File: src/rtl/tap_if.sv
// TAP pin and strobe bundle between the TAP controller (master) and its consumers (slave).
// The width of IR_out follows IR_length.
interface tap_if #(
  parameter int unsigned IR_length = 4
) ();
  logic                 TMS;
  logic                 TDI;
  logic                 dr_TDO;
  logic                 TDO;
  logic                 TDO_en;
  logic                 tdr_select;
  logic                 Capture_DR;
  logic                 Shift_DR;
  logic                 Update_DR;
  logic                 Capture_IR;
  logic                 Shift_IR;
  logic                 Update_IR;
  logic [IR_length-1:0] IR_out;
  logic [3:0]           state_out;

  modport master (
    input  TMS, TDI, dr_TDO,
    output TDO, TDO_en, tdr_select,
    output Capture_DR, Shift_DR, Update_DR,
    output Capture_IR, Shift_IR, Update_IR,
    output IR_out, state_out
  );

  modport slave (
    output TMS, TDI, dr_TDO,
    input  TDO, TDO_en, tdr_select,
    input  Capture_DR, Shift_DR, Update_DR,
    input  Capture_IR, Shift_IR, Update_IR,
    input  IR_out, state_out
  );
endinterface

File: src/rtl/tap_controller.sv
// IEEE 1149.1-style TAP controller: 16-state FSM, instruction register, BYPASS and TDO mux.
// Define TAP_IDCODE_EN to add the 32-bit IDCODE register and make IDC_OPCODE the reset opcode.
module tap_controller #(
  parameter int unsigned          IR_length  = 4,
  parameter logic [IR_length-1:0] TDR_OPCODE = IR_length'(4'b0010),
  parameter logic [IR_length-1:0] IDC_OPCODE = IR_length'(4'b0001),
  parameter logic [31:0]          IDCODE_VAL = 32'h1000_0001
) (
  input logic TCK,
  input logic TRST_n,
  tap_if.master bus
);

  typedef enum logic [3:0] {
    StTlr   = 4'hF,
    StRti   = 4'hC,
    StSelDr = 4'h7,
    StCapDr = 4'h6,
    StShDr  = 4'h2,
    StEx1Dr = 4'h1,
    StPaDr  = 4'h3,
    StEx2Dr = 4'h0,
    StUpdDr = 4'h5,
    StSelIr = 4'h4,
    StCapIr = 4'hE,
    StShIr  = 4'hA,
    StEx1Ir = 4'h9,
    StPaIr  = 4'hB,
    StEx2Ir = 4'h8,
    StUpdIr = 4'hD
  } tap_state_e;

`ifdef TAP_IDCODE_EN
  localparam logic [IR_length-1:0] ResetOpcode = IDC_OPCODE;
`else
  localparam logic [IR_length-1:0] ResetOpcode = {IR_length{1'b1}};
`endif

  // Elaboration-time sanity checks on the configuration.
  if (IR_length < 2) begin : g_bad_ir_length
    $error("tap_controller: IR_length must be at least 2");
  end
  if (IDCODE_VAL[0] != 1'b1) begin : g_bad_idcode
    $error("tap_controller: IDCODE_VAL bit 0 must be 1");
  end
  if (IDC_OPCODE == TDR_OPCODE) begin : g_opcode_clash
    $error("tap_controller: IDC_OPCODE and TDR_OPCODE must differ");
  end

  tap_state_e           state_q, state_d;
  logic [IR_length-1:0] ir_sr_q, ir_sr_d;
  logic [IR_length-1:0] ir_q, ir_d;
  logic                 bypass_q, bypass_d;
  logic                 tdo_q, tdo_d;
  logic                 tdo_en_q, tdo_en_d;
  logic                 tdr_sel;
  logic                 dr_src;

  // TAP state transitions.
  always_comb begin
    state_d = state_q;
    case (state_q)
      StTlr:   state_d = bus.TMS ? StTlr   : StRti;
      StRti:   state_d = bus.TMS ? StSelDr : StRti;
      StSelDr: state_d = bus.TMS ? StSelIr : StCapDr;
      StCapDr: state_d = bus.TMS ? StEx1Dr : StShDr;
      StShDr:  state_d = bus.TMS ? StEx1Dr : StShDr;
      StEx1Dr: state_d = bus.TMS ? StUpdDr : StPaDr;
      StPaDr:  state_d = bus.TMS ? StEx2Dr : StPaDr;
      StEx2Dr: state_d = bus.TMS ? StUpdDr : StShDr;
      StUpdDr: state_d = bus.TMS ? StSelDr : StRti;
      StSelIr: state_d = bus.TMS ? StTlr   : StCapIr;
      StCapIr: state_d = bus.TMS ? StEx1Ir : StShIr;
      StShIr:  state_d = bus.TMS ? StEx1Ir : StShIr;
      StEx1Ir: state_d = bus.TMS ? StUpdIr : StPaIr;
      StPaIr:  state_d = bus.TMS ? StEx2Ir : StPaIr;
      StEx2Ir: state_d = bus.TMS ? StUpdIr : StShIr;
      StUpdIr: state_d = bus.TMS ? StSelDr : StRti;
      default: state_d = StTlr;
    endcase
  end

  always_ff @(posedge TCK or negedge TRST_n) begin
    if (!TRST_n) begin
      state_q <= StTlr;
    end else begin
      state_q <= state_d;
    end
  end

  // IR shift/update and BYPASS; every other state holds, which covers the pause states.
  always_comb begin
    ir_sr_d  = ir_sr_q;
    ir_d     = ir_q;
    bypass_d = bypass_q;
    case (state_q)
      StCapIr: ir_sr_d  = IR_length'(2'b01);
      StShIr:  ir_sr_d  = {bus.TDI, ir_sr_q[IR_length-1:1]};
      StUpdIr: ir_d     = ir_sr_q;
      StCapDr: bypass_d = 1'b0;
      StShDr:  bypass_d = bus.TDI;
      default: ;
    endcase
    // Entering or staying in Test-Logic-Reset reloads the reset instruction.
    if (state_d == StTlr) begin
      ir_d = ResetOpcode;
    end
  end

  always_ff @(posedge TCK or negedge TRST_n) begin
    if (!TRST_n) begin
      ir_sr_q  <= '0;
      ir_q     <= ResetOpcode;
      bypass_q <= 1'b0;
    end else begin
      ir_sr_q  <= ir_sr_d;
      ir_q     <= ir_d;
      bypass_q <= bypass_d;
    end
  end

  assign tdr_sel = (ir_q == TDR_OPCODE);

`ifdef TAP_IDCODE_EN
  logic        idc_sel;
  logic [31:0] idcode_q, idcode_d;

  assign idc_sel = (ir_q == IDC_OPCODE);

  always_comb begin
    idcode_d = idcode_q;
    if (idc_sel && (state_q == StCapDr)) begin
      idcode_d = IDCODE_VAL;
    end else if (idc_sel && (state_q == StShDr)) begin
      idcode_d = {bus.TDI, idcode_q[31:1]};
    end
  end

  always_ff @(posedge TCK or negedge TRST_n) begin
    if (!TRST_n) begin
      idcode_q <= '0;
    end else begin
      idcode_q <= idcode_d;
    end
  end
`endif

  // Serial source for SH_DR; unknown opcodes fall through to BYPASS.
  always_comb begin
    dr_src = bypass_q;
    if (tdr_sel) begin
      dr_src = bus.dr_TDO;
    end
`ifdef TAP_IDCODE_EN
    else if (idc_sel) begin
      dr_src = idcode_q[0];
    end
`endif
  end

  always_comb begin
    tdo_d    = 1'b0;
    tdo_en_d = 1'b0;
    case (state_q)
      StShIr: begin
        tdo_d    = ir_sr_q[0];
        tdo_en_d = 1'b1;
      end
      StShDr: begin
        tdo_d    = dr_src;
        tdo_en_d = 1'b1;
      end
      default: ;
    endcase
  end

  // TDO launches on the falling edge so the far end can sample it on the next rising edge.
  always_ff @(negedge TCK or negedge TRST_n) begin
    if (!TRST_n) begin
      tdo_q    <= 1'b0;
      tdo_en_q <= 1'b0;
    end else begin
      tdo_q    <= tdo_d;
      tdo_en_q <= tdo_en_d;
    end
  end

  assign bus.TDO        = tdo_q;
  assign bus.TDO_en     = tdo_en_q;
  assign bus.tdr_select = tdr_sel;
  assign bus.IR_out     = ir_q;
  assign bus.state_out  = state_q;
  assign bus.Capture_DR = (state_q == StCapDr);
  assign bus.Shift_DR   = (state_q == StShDr);
  assign bus.Update_DR  = (state_q == StUpdDr);
  assign bus.Capture_IR = (state_q == StCapIr);
  assign bus.Shift_IR   = (state_q == StShIr);
  assign bus.Update_IR  = (state_q == StUpdIr);

endmodule

File: src/flat_wrapper.sv
// flat-port wrapper written by rule: the top's interface ports become plain ports
module tap_controller_flat 
#(
  parameter int unsigned          IR_length  = 4,
  parameter logic [IR_length-1:0] TDR_OPCODE = IR_length'(4'b0010),
  parameter logic [IR_length-1:0] IDC_OPCODE = IR_length'(4'b0001),
  parameter logic [31:0]          IDCODE_VAL = 32'h1000_0001
)
  (TCK, TRST_n, bus_TMS, bus_TDI, bus_dr_TDO, bus_TDO, bus_TDO_en, bus_tdr_select, bus_Capture_DR, bus_Shift_DR, bus_Update_DR, bus_Capture_IR, bus_Shift_IR, bus_Update_IR, bus_IR_out, bus_state_out);
  tap_if #(.IR_length(IR_length)) bus_i ();
  input logic TCK;
  input logic TRST_n;
  input wire logic [$bits(bus_i.TMS)-1:0] bus_TMS;
  input wire logic [$bits(bus_i.TDI)-1:0] bus_TDI;
  input wire logic [$bits(bus_i.dr_TDO)-1:0] bus_dr_TDO;
  output wire logic [$bits(bus_i.TDO)-1:0] bus_TDO;
  output wire logic [$bits(bus_i.TDO_en)-1:0] bus_TDO_en;
  output wire logic [$bits(bus_i.tdr_select)-1:0] bus_tdr_select;
  output wire logic [$bits(bus_i.Capture_DR)-1:0] bus_Capture_DR;
  output wire logic [$bits(bus_i.Shift_DR)-1:0] bus_Shift_DR;
  output wire logic [$bits(bus_i.Update_DR)-1:0] bus_Update_DR;
  output wire logic [$bits(bus_i.Capture_IR)-1:0] bus_Capture_IR;
  output wire logic [$bits(bus_i.Shift_IR)-1:0] bus_Shift_IR;
  output wire logic [$bits(bus_i.Update_IR)-1:0] bus_Update_IR;
  output wire logic [$bits(bus_i.IR_out)-1:0] bus_IR_out;
  output wire logic [$bits(bus_i.state_out)-1:0] bus_state_out;
  assign bus_i.TMS = bus_TMS;
  assign bus_i.TDI = bus_TDI;
  assign bus_i.dr_TDO = bus_dr_TDO;
  assign bus_TDO = bus_i.TDO;
  assign bus_TDO_en = bus_i.TDO_en;
  assign bus_tdr_select = bus_i.tdr_select;
  assign bus_Capture_DR = bus_i.Capture_DR;
  assign bus_Shift_DR = bus_i.Shift_DR;
  assign bus_Update_DR = bus_i.Update_DR;
  assign bus_Capture_IR = bus_i.Capture_IR;
  assign bus_Shift_IR = bus_i.Shift_IR;
  assign bus_Update_IR = bus_i.Update_IR;
  assign bus_IR_out = bus_i.IR_out;
  assign bus_state_out = bus_i.state_out;
  tap_controller #(.IR_length(IR_length), .TDR_OPCODE(TDR_OPCODE), .IDC_OPCODE(IDC_OPCODE), .IDCODE_VAL(IDCODE_VAL)) u_core (.TCK(TCK), .TRST_n(TRST_n), .bus(bus_i));
endmodule
File: config.mk
export PLATFORM = sky130hd
export DESIGN_NAME = tap_controller_flat
export DESIGN_NICKNAME = d
export VERILOG_FILES = /design/src/rtl/tap_if.sv /design/src/rtl/tap_controller.sv /design/src/flat_wrapper.sv
export SDC_FILE = /design/constraint.sdc
export NUM_CORES = 1
export LEC_CHECK = 0
export BUFFER_PORTS_ARGS = -buffer_cell sky130_fd_sc_hd__buf_4
export CELL_PAD_IN_SITES_DETAIL_PLACEMENT = 1
export CELL_PAD_IN_SITES_GLOBAL_PLACEMENT = 1
export CORE_MARGIN = 3
export CORE_UTILIZATION = 37
export CTS_BUF_LIST = sky130_fd_sc_hd__clkbuf_4 sky130_fd_sc_hd__clkbuf_8
export CTS_CLUSTER_SIZE = 10
export DETAILED_ROUTE_END_ITERATION = 8
export PLACE_DENSITY = 0.85
export SYNTH_ARGS = -nofsm -noshare
export SYNTH_HDL_FRONTEND = slang
export SYNTH_SLANG_ARGS = --single-unit
File: constraint.sdc
create_clock -name TCK -period 2.7 [get_ports TCK]
set_clock_uncertainty 0.2 [all_clocks]
set_input_delay 0.54 -clock TCK [delete_from_list [all_inputs] [get_ports TCK]]
set_output_delay 0.54 -clock TCK [all_outputs]
set_load 0.02 [all_outputs]
==> flow_summary.ini, run 1 <==
[critical_path]
crit_fanout = 2
r2r_setup_slack_ps = -300
r2r-start = u_core.bus.IR_out[1]$_DFFE_PN1P_
ff2ff_path_depth = 3
end_kind = flip-flop
path_class = reg2reg
r2r-end = u_core.bus.TDO$_DFF_NN0_
crit_chain = nor4b_4, mux2_4, a22o_1
cp.buffers_inverters = 0
cp.required_ps = 1280
cp.arrival_ps = 1580
critPathMaxStageDelay_ps = 540
crit_family = flip-flops
worstSetupStartpointType = flip-flop
slowest_stage = dfstp_2

[global_route]
overflow = 0
grt_antenna_before_repair = 0
grt_max_degree = 16
grt_pass1_vias = 712
gr-usage-all-layers_pct = 17.4
grt_pass1_wl_um = 3490

[sta]
rsz0062_at_grt = true
fin_hold_ws_ps = 256
final-hold-violation-count = 0
worst_pin_slew_ps = 280
finalSetupViolCount = 3
slew_headroom_pct = 81.3
setup_slack_ps = -301
report.final.slew_viol_count = 0

[pwr]
p_total_mw = 1.37
power.density_nw_per_um2 = 1260
p_leak_nw = 0.540
vdd_ir_drop_max_uv = 648

[detailed_routing]
dr_total_vias = 653
drt_iter0_markers = 4
drc = 0
postRouteAntennaNets = 0
wl_um = 2030
via_per_inst = 4.87
drt_pass1_iterations = 4
detail_route.wl_per_cell_um = 15.2

[run_status]
violations = negative setup slack
status = complete, but fails checks

[placed_design]
place_congestion = 0.695
placed_cells = 129
port_buffers = 21
dpl_worst_slack_ps = -267
place_area_um2 = 1030
dp_hpwl_um = 1510

[yosys]
yosysWarnings = 0
yosys.cell_types.count = 29
ys_seq_elements = 15
synth_cells = 74
synth_top_cell_area_share_pct = 26.8
synth.avg_cell_area_um2 = 10.6
synth_seq_area_share_pct = 49.2
synth_largest_area_cell = dfstp_2
ys_top_cells_by_area = dfstp_2 (27%), dfrtp_1 (16%), dfrtn_1 (6.4%)
syn_area_um2 = 783
syn-num-nets = 79

[flow_run]
maxCapViolations = 0

[clocking]
cts_tree = done
root_buffer = clkbuf_4
cts_sinks = 15
cts_buffers = 3
postCtsSetupBuffers = 0
cts.clk_slew.worst_paths_ps = 90
insertion_delay_ps = 270
clk_path_buf_depth = 2
h-tree-depth = 1

[floorplan]
ios = 22
die-area_um2 = 2710
coreArea_um2 = 1980
start_util_pct = 39.5
die_w_um = 52.0
rows = 16
die_h_um = 52.0

[layout]
final_cell_mix = buf_4 (32), nand2_1 (11), o21ai_0 (8), dfstp_2 (8)
layout-drive-gt1-share_pct = 49.5
final_common_cell = buf_4
fin_area_um2 = 1080
n_antenna_cell = 0
instances_no_fill = 134
finalNetCount = 113
syn_to_final_growth_pct = 38.5

[min_path]
hold_path_end = u_core.bus.state_out[1]$_DFF_PN1_
min-delay-start = bus_TMS
holdPathStages = 2
min_path_type = in2reg
## synthesized netlist by cell type (all sizes together)
cell type / count
o211ai: 1
mux2i: 4
dfrtn: 2
clkbuf: 1
nand3b: 1
o31ai: 1
o2bb2ai: 1
nor2b: 1
nand3: 2
dfrtp: 5
nor3b: 1
buf: 5
o21ba: 1
nor4b: 1
nand4b: 1
a21boi: 1
nand2b: 4
nor2: 5
a22o: 2
inv: 1
nor3: 3
and3: 1
mux2: 2
dfstp: 8
nand2: 11
o21ai: 8
## metrics by stage
step / utilization, % / TNS, ps
after CTS: 54.7 / -670
after floorplan: - / -492
final: 54.7 / -682
after detailed placement: 52.1 / -267
after global placement: 52.1 / -241
after global routing: 54.7 / -784
## worst max-delay path by stage
stage / to / depth (start not counted) / from / slack, ps
2_1_floorplan: u_core.bus.TDO$_DFF_NN0_ / 3 / u_core.bus.IR_out[1]$_DFFE_PN1P_ / -490
3_3_place_gp: u_core.bus.TDO$_DFF_NN0_ / 3 / u_core.bus.IR_out[1]$_DFFE_PN1P_ / -240
3_5_place_dp: u_core.bus.TDO$_DFF_NN0_ / 3 / u_core.bus.IR_out[1]$_DFFE_PN1P_ / -270
4_1_cts: u_core.bus.TDO$_DFF_NN0_ / 3 / u_core.bus.IR_out[1]$_DFFE_PN1P_ / -270
5_1_grt: u_core.bus.TDO$_DFF_NN0_ / 3 / u_core.bus.IR_out[1]$_DFFE_PN1P_ / -360
6_report: u_core.bus.TDO$_DFF_NN0_ / 3 / u_core.bus.IR_out[1]$_DFFE_PN1P_ / -300
## power breakdown
part	internal (mW)	switching, mW	total (mW)	leakage, nW
combinational	0.368	0.402	0.771	0.344
sequential	0.366	0.0926	0.459	0.178
clock	0.0672	0.0704	0.138	0.0184
total	0.802	0.565	1.37	0.540
## layout make-up
| cell class | instances | area, um^2 |
|---|---|---|
| Fill cell | 230 | 897 |
| Clock buffer | 4 | 30.0 |
| Timing Repair Buffer | 35 | 273 |
| Multi-Input combinational cell | 52 | 359 |
| Inverter | 1 | 3.75 |
| Tap cell | 27 | 33.8 |
| Sequential cell | 15 | 385 |
## logic make-up (layout without fill, tap and decap cells)
group | after synthesis | after routing | share of synthesized area [%]
buffers and inverters | 7 | 40 | 5.43
flip-flops | 15 | 15 | 49.2
AND/OR/NAND/NOR | 31 | 31 | 24.1
multiplexers | 6 | 6 | 7.99
AO/OA/AOI/OAI | 15 | 15 | 13.3
## sequential cells by signal, summed over array words and instances, names as in the netlist
signal                cells
u_core.bus.IR_out         4
u_core.bus.state_out      4
u_core.ir_sr_q            4
u_core.bus.TDO            1
u_core.bus.TDO_en         1
u_core.bypass_q           1
## metal layers
layer,GRT usage [%],vias to the layer above,part of all wire (%)
li1,-,323,-
met1,20.8,310,43
met2,31.4,18,52
met3,2.01,2,4.8
met4,6.55,0,0.84
met5,0,-,0
## worst reg2reg max path: stages (launching register included)
cell     delay (ps)
dfstp_2         540
nor4b_4         260
mux2_4          340
a22o_1          170
## what timing repair did
| action | CTS | global route |
|---|---|---|
| hold buffers | 1 | 0 |
| hold endpoints to repair | 5 | 0 |
| endpoints found under the setup margin | 3 | 3 |
| resized for setup | 3 | 0 |
(Power assumes the default switching activity.)
==> inputs of run 2 (changes only) <==
==> constraint.sdc (replaced) <==
create_clock -name TCK -period 3.3 [get_ports TCK]
set_clock_uncertainty 0.2 [all_clocks]
set_input_delay 0.66 -clock TCK [delete_from_list [all_inputs] [get_ports TCK]]
set_output_delay 0.66 -clock TCK [all_outputs]
set_load 0.005 [all_outputs]
==> flow_summary.ini, run 2 (synthesis gave the netlist of run 1 again) <==
[floorplan]
start_util_pct = 39.5
die_w_um = 52.0
ios = 22
die_h_um = 52.0
die-area_um2 = 2710
coreArea_um2 = 1980
rows = 16

[run_status]
status = finished, final reports clean

[placed_design]
place_congestion = 0.698
port_buffers = 21
placed_cells = 121
dp_hpwl_um = 1340

[critical_path]
crit_start = u_core.bus.TDO$_DFF_NN0_
r2r-end = u_core.bus.TDO$_DFF_NN0_
crit_fanout = 1
cp.buffers_inverters = 1
ff2ff_path_depth = 3
worstSetupStartpointType = flip-flop
critPathMaxStageDelay_ps = 400
cp.required_ps = 2440
r2r-start = u_core.bus.IR_out[1]$_DFFE_PN1P_
worstSetupEndpoint = bus_TDO
path_class = reg2out
r2r_setup_slack_ps = 30
crit_chain = buf_4
end_kind = primary output
crit_family = flip-flops
slowest_stage = dfrtn_1
crit_cells = 1
cp.arrival_ps = 2440

[layout]
final_common_cell = buf_4
n_antenna_cell = 0
instances_no_fill = 134
syn_to_final_growth_pct = 37.5
layout-drive-gt1-share_pct = 49.5
finalNetCount = 113
fillCellCount = 234
final_cell_mix = buf_4 (34), nand2_1 (11), o21ai_0 (8), dfstp_2 (8)

[detailed_routing]
drc = 0
drt_iter0_markers = 6
drt_pass1_iterations = 3
wl_um = 2040
postRouteAntennaNets = 0
detail_route.wl_per_cell_um = 15.2
dr_total_vias = 649
via_per_inst = 4.84

[sta]
report.final.slew_viol_count = 0
fin_hold_ws_ps = 326
final-hold-violation-count = 0
tns_ps = 0
finalSetupViolCount = 0
rsz0062_at_grt = true
worst_pin_slew_ps = 275
slew_headroom_pct = 81.5

[clocking]
insertion_delay_ps = 290
cts_buffers = 3
cts_tree = done
cts_sinks = 15
cts.clk_slew.worst_paths_ps = 90
root_buffer = clkbuf_4
clk_path_buf_depth = 2
h-tree-depth = 1

[global_route]
grt_antenna_before_repair = 0
grt_max_degree = 16
grt_pass1_vias = 712
grt_pass1_wl_um = 3340
gr-usage-all-layers_pct = 17.0
overflow = 0

[flow_run]
maxCapViolations = 0

[pwr]
p_leak_nw = 0.542
power.switching_uw = 373
power_frac_comb_pct = 48.1
power.density_nw_per_um2 = 923
vdd_ir_drop_max_uv = 414
p_int_uw = 621
p_sw_share_pct = 37.6
p_total_uw = 994
pwr-share-clk_pct = 11.6
power_frac_seq_pct = 40.2

[min_path]
min_path_type = reg2reg
run 2: cell count changes in the layout (fill, tap and decap cells not counted):
cell   delta
buf_4     +2
buf_6     -2
run 2: power groups by stage:
stage / combinational, mW / clock (mW) / sequential [mW]
finish: 0.478 / 0.116 / 0.400
floorplan: 0.295 / 0 / 0.361
detailed placement: 0.438 / 0 / 0.406
CTS: 0.467 / 0.120 / 0.403
global route: 0.529 / 0.128 / 0.418
global placement: 0.421 / 0 / 0.397
run 2: routing by layer:
| layer | up-vias | share of wire (%) | GRT usage [%] |
|---|---|---|---|
| li1 | 320 | - | - |
| met2 | 21 | 50 | 29.1 |
| met5 | - | 0 | 0 |
| met4 | 0 | 2.3 | 10.0 |
| met1 | 303 | 42 | 19.8 |
| met3 | 5 | 5.3 | 2.58 |
run 2: what timing repair did:
item / 4_1_cts / 5_1_grt
hold endpoints to repair: 0 / 2
gates resized for setup: 1 / 0
buffers inserted: 6 / 2
hold buffers: 0 / 1
setup endpoints to repair: 1 / 3
run 2: through the flow:
step / util [%] / setup WS, ps / area, um^2
after floorplan: - / 34.5 / 783
final: 54.4 / 1.15 / 1080
after detailed placement: 49.1 / 8.11 / 973
after CTS: 53.1 / 4.96 / 1050
after global routing: 54.4 / -33.3 / 1080
after global placement: 49.1 / 49.5 / 973
run 2: worst register-to-register path: stages (launching register included):
cell and delay, ps:
dfstp_2 540, nor4b_4 230, mux2_4 320, a22o_1 180
run 2: cell type report:
class | count | area [um^2] | share of cell area [%]
clock buffer | 4 | 30.0 | 2.79
inverter | 1 | 3.75 | 0.348
multi-input combinational | 52 | 359 | 33.3
sequential | 15 | 385 | 35.8
tap | 27 | 33.8 | 3.14
timing repair buffer | 35 | 265 | 24.6
run 2: worst min path at each step:
stage | cells after the start | start | slack, ps | endpoint
2_1_floorplan | 0 | TRST_n | 160 | u_core.bypass_q$_DFFE_PN0N_
3_3_place_gp | 2 | u_core.ir_sr_q[0]$_DFFE_PN0N_ | 290 | u_core.ir_sr_q[0]$_DFFE_PN0N_
3_5_place_dp | 2 | u_core.bypass_q$_DFFE_PN0N_ | 310 | u_core.bypass_q$_DFFE_PN0N_
4_1_cts | 1 | TRST_n | 2 | u_core.ir_sr_q[1]$_DFFE_PN0N_
5_1_grt | 2 | bus_TMS | 360 | u_core.bus.state_out[1]$_DFF_PN1_
6_report | 2 | u_core.bypass_q$_DFFE_PN0N_ | 330 | u_core.bypass_q$_DFFE_PN0N_
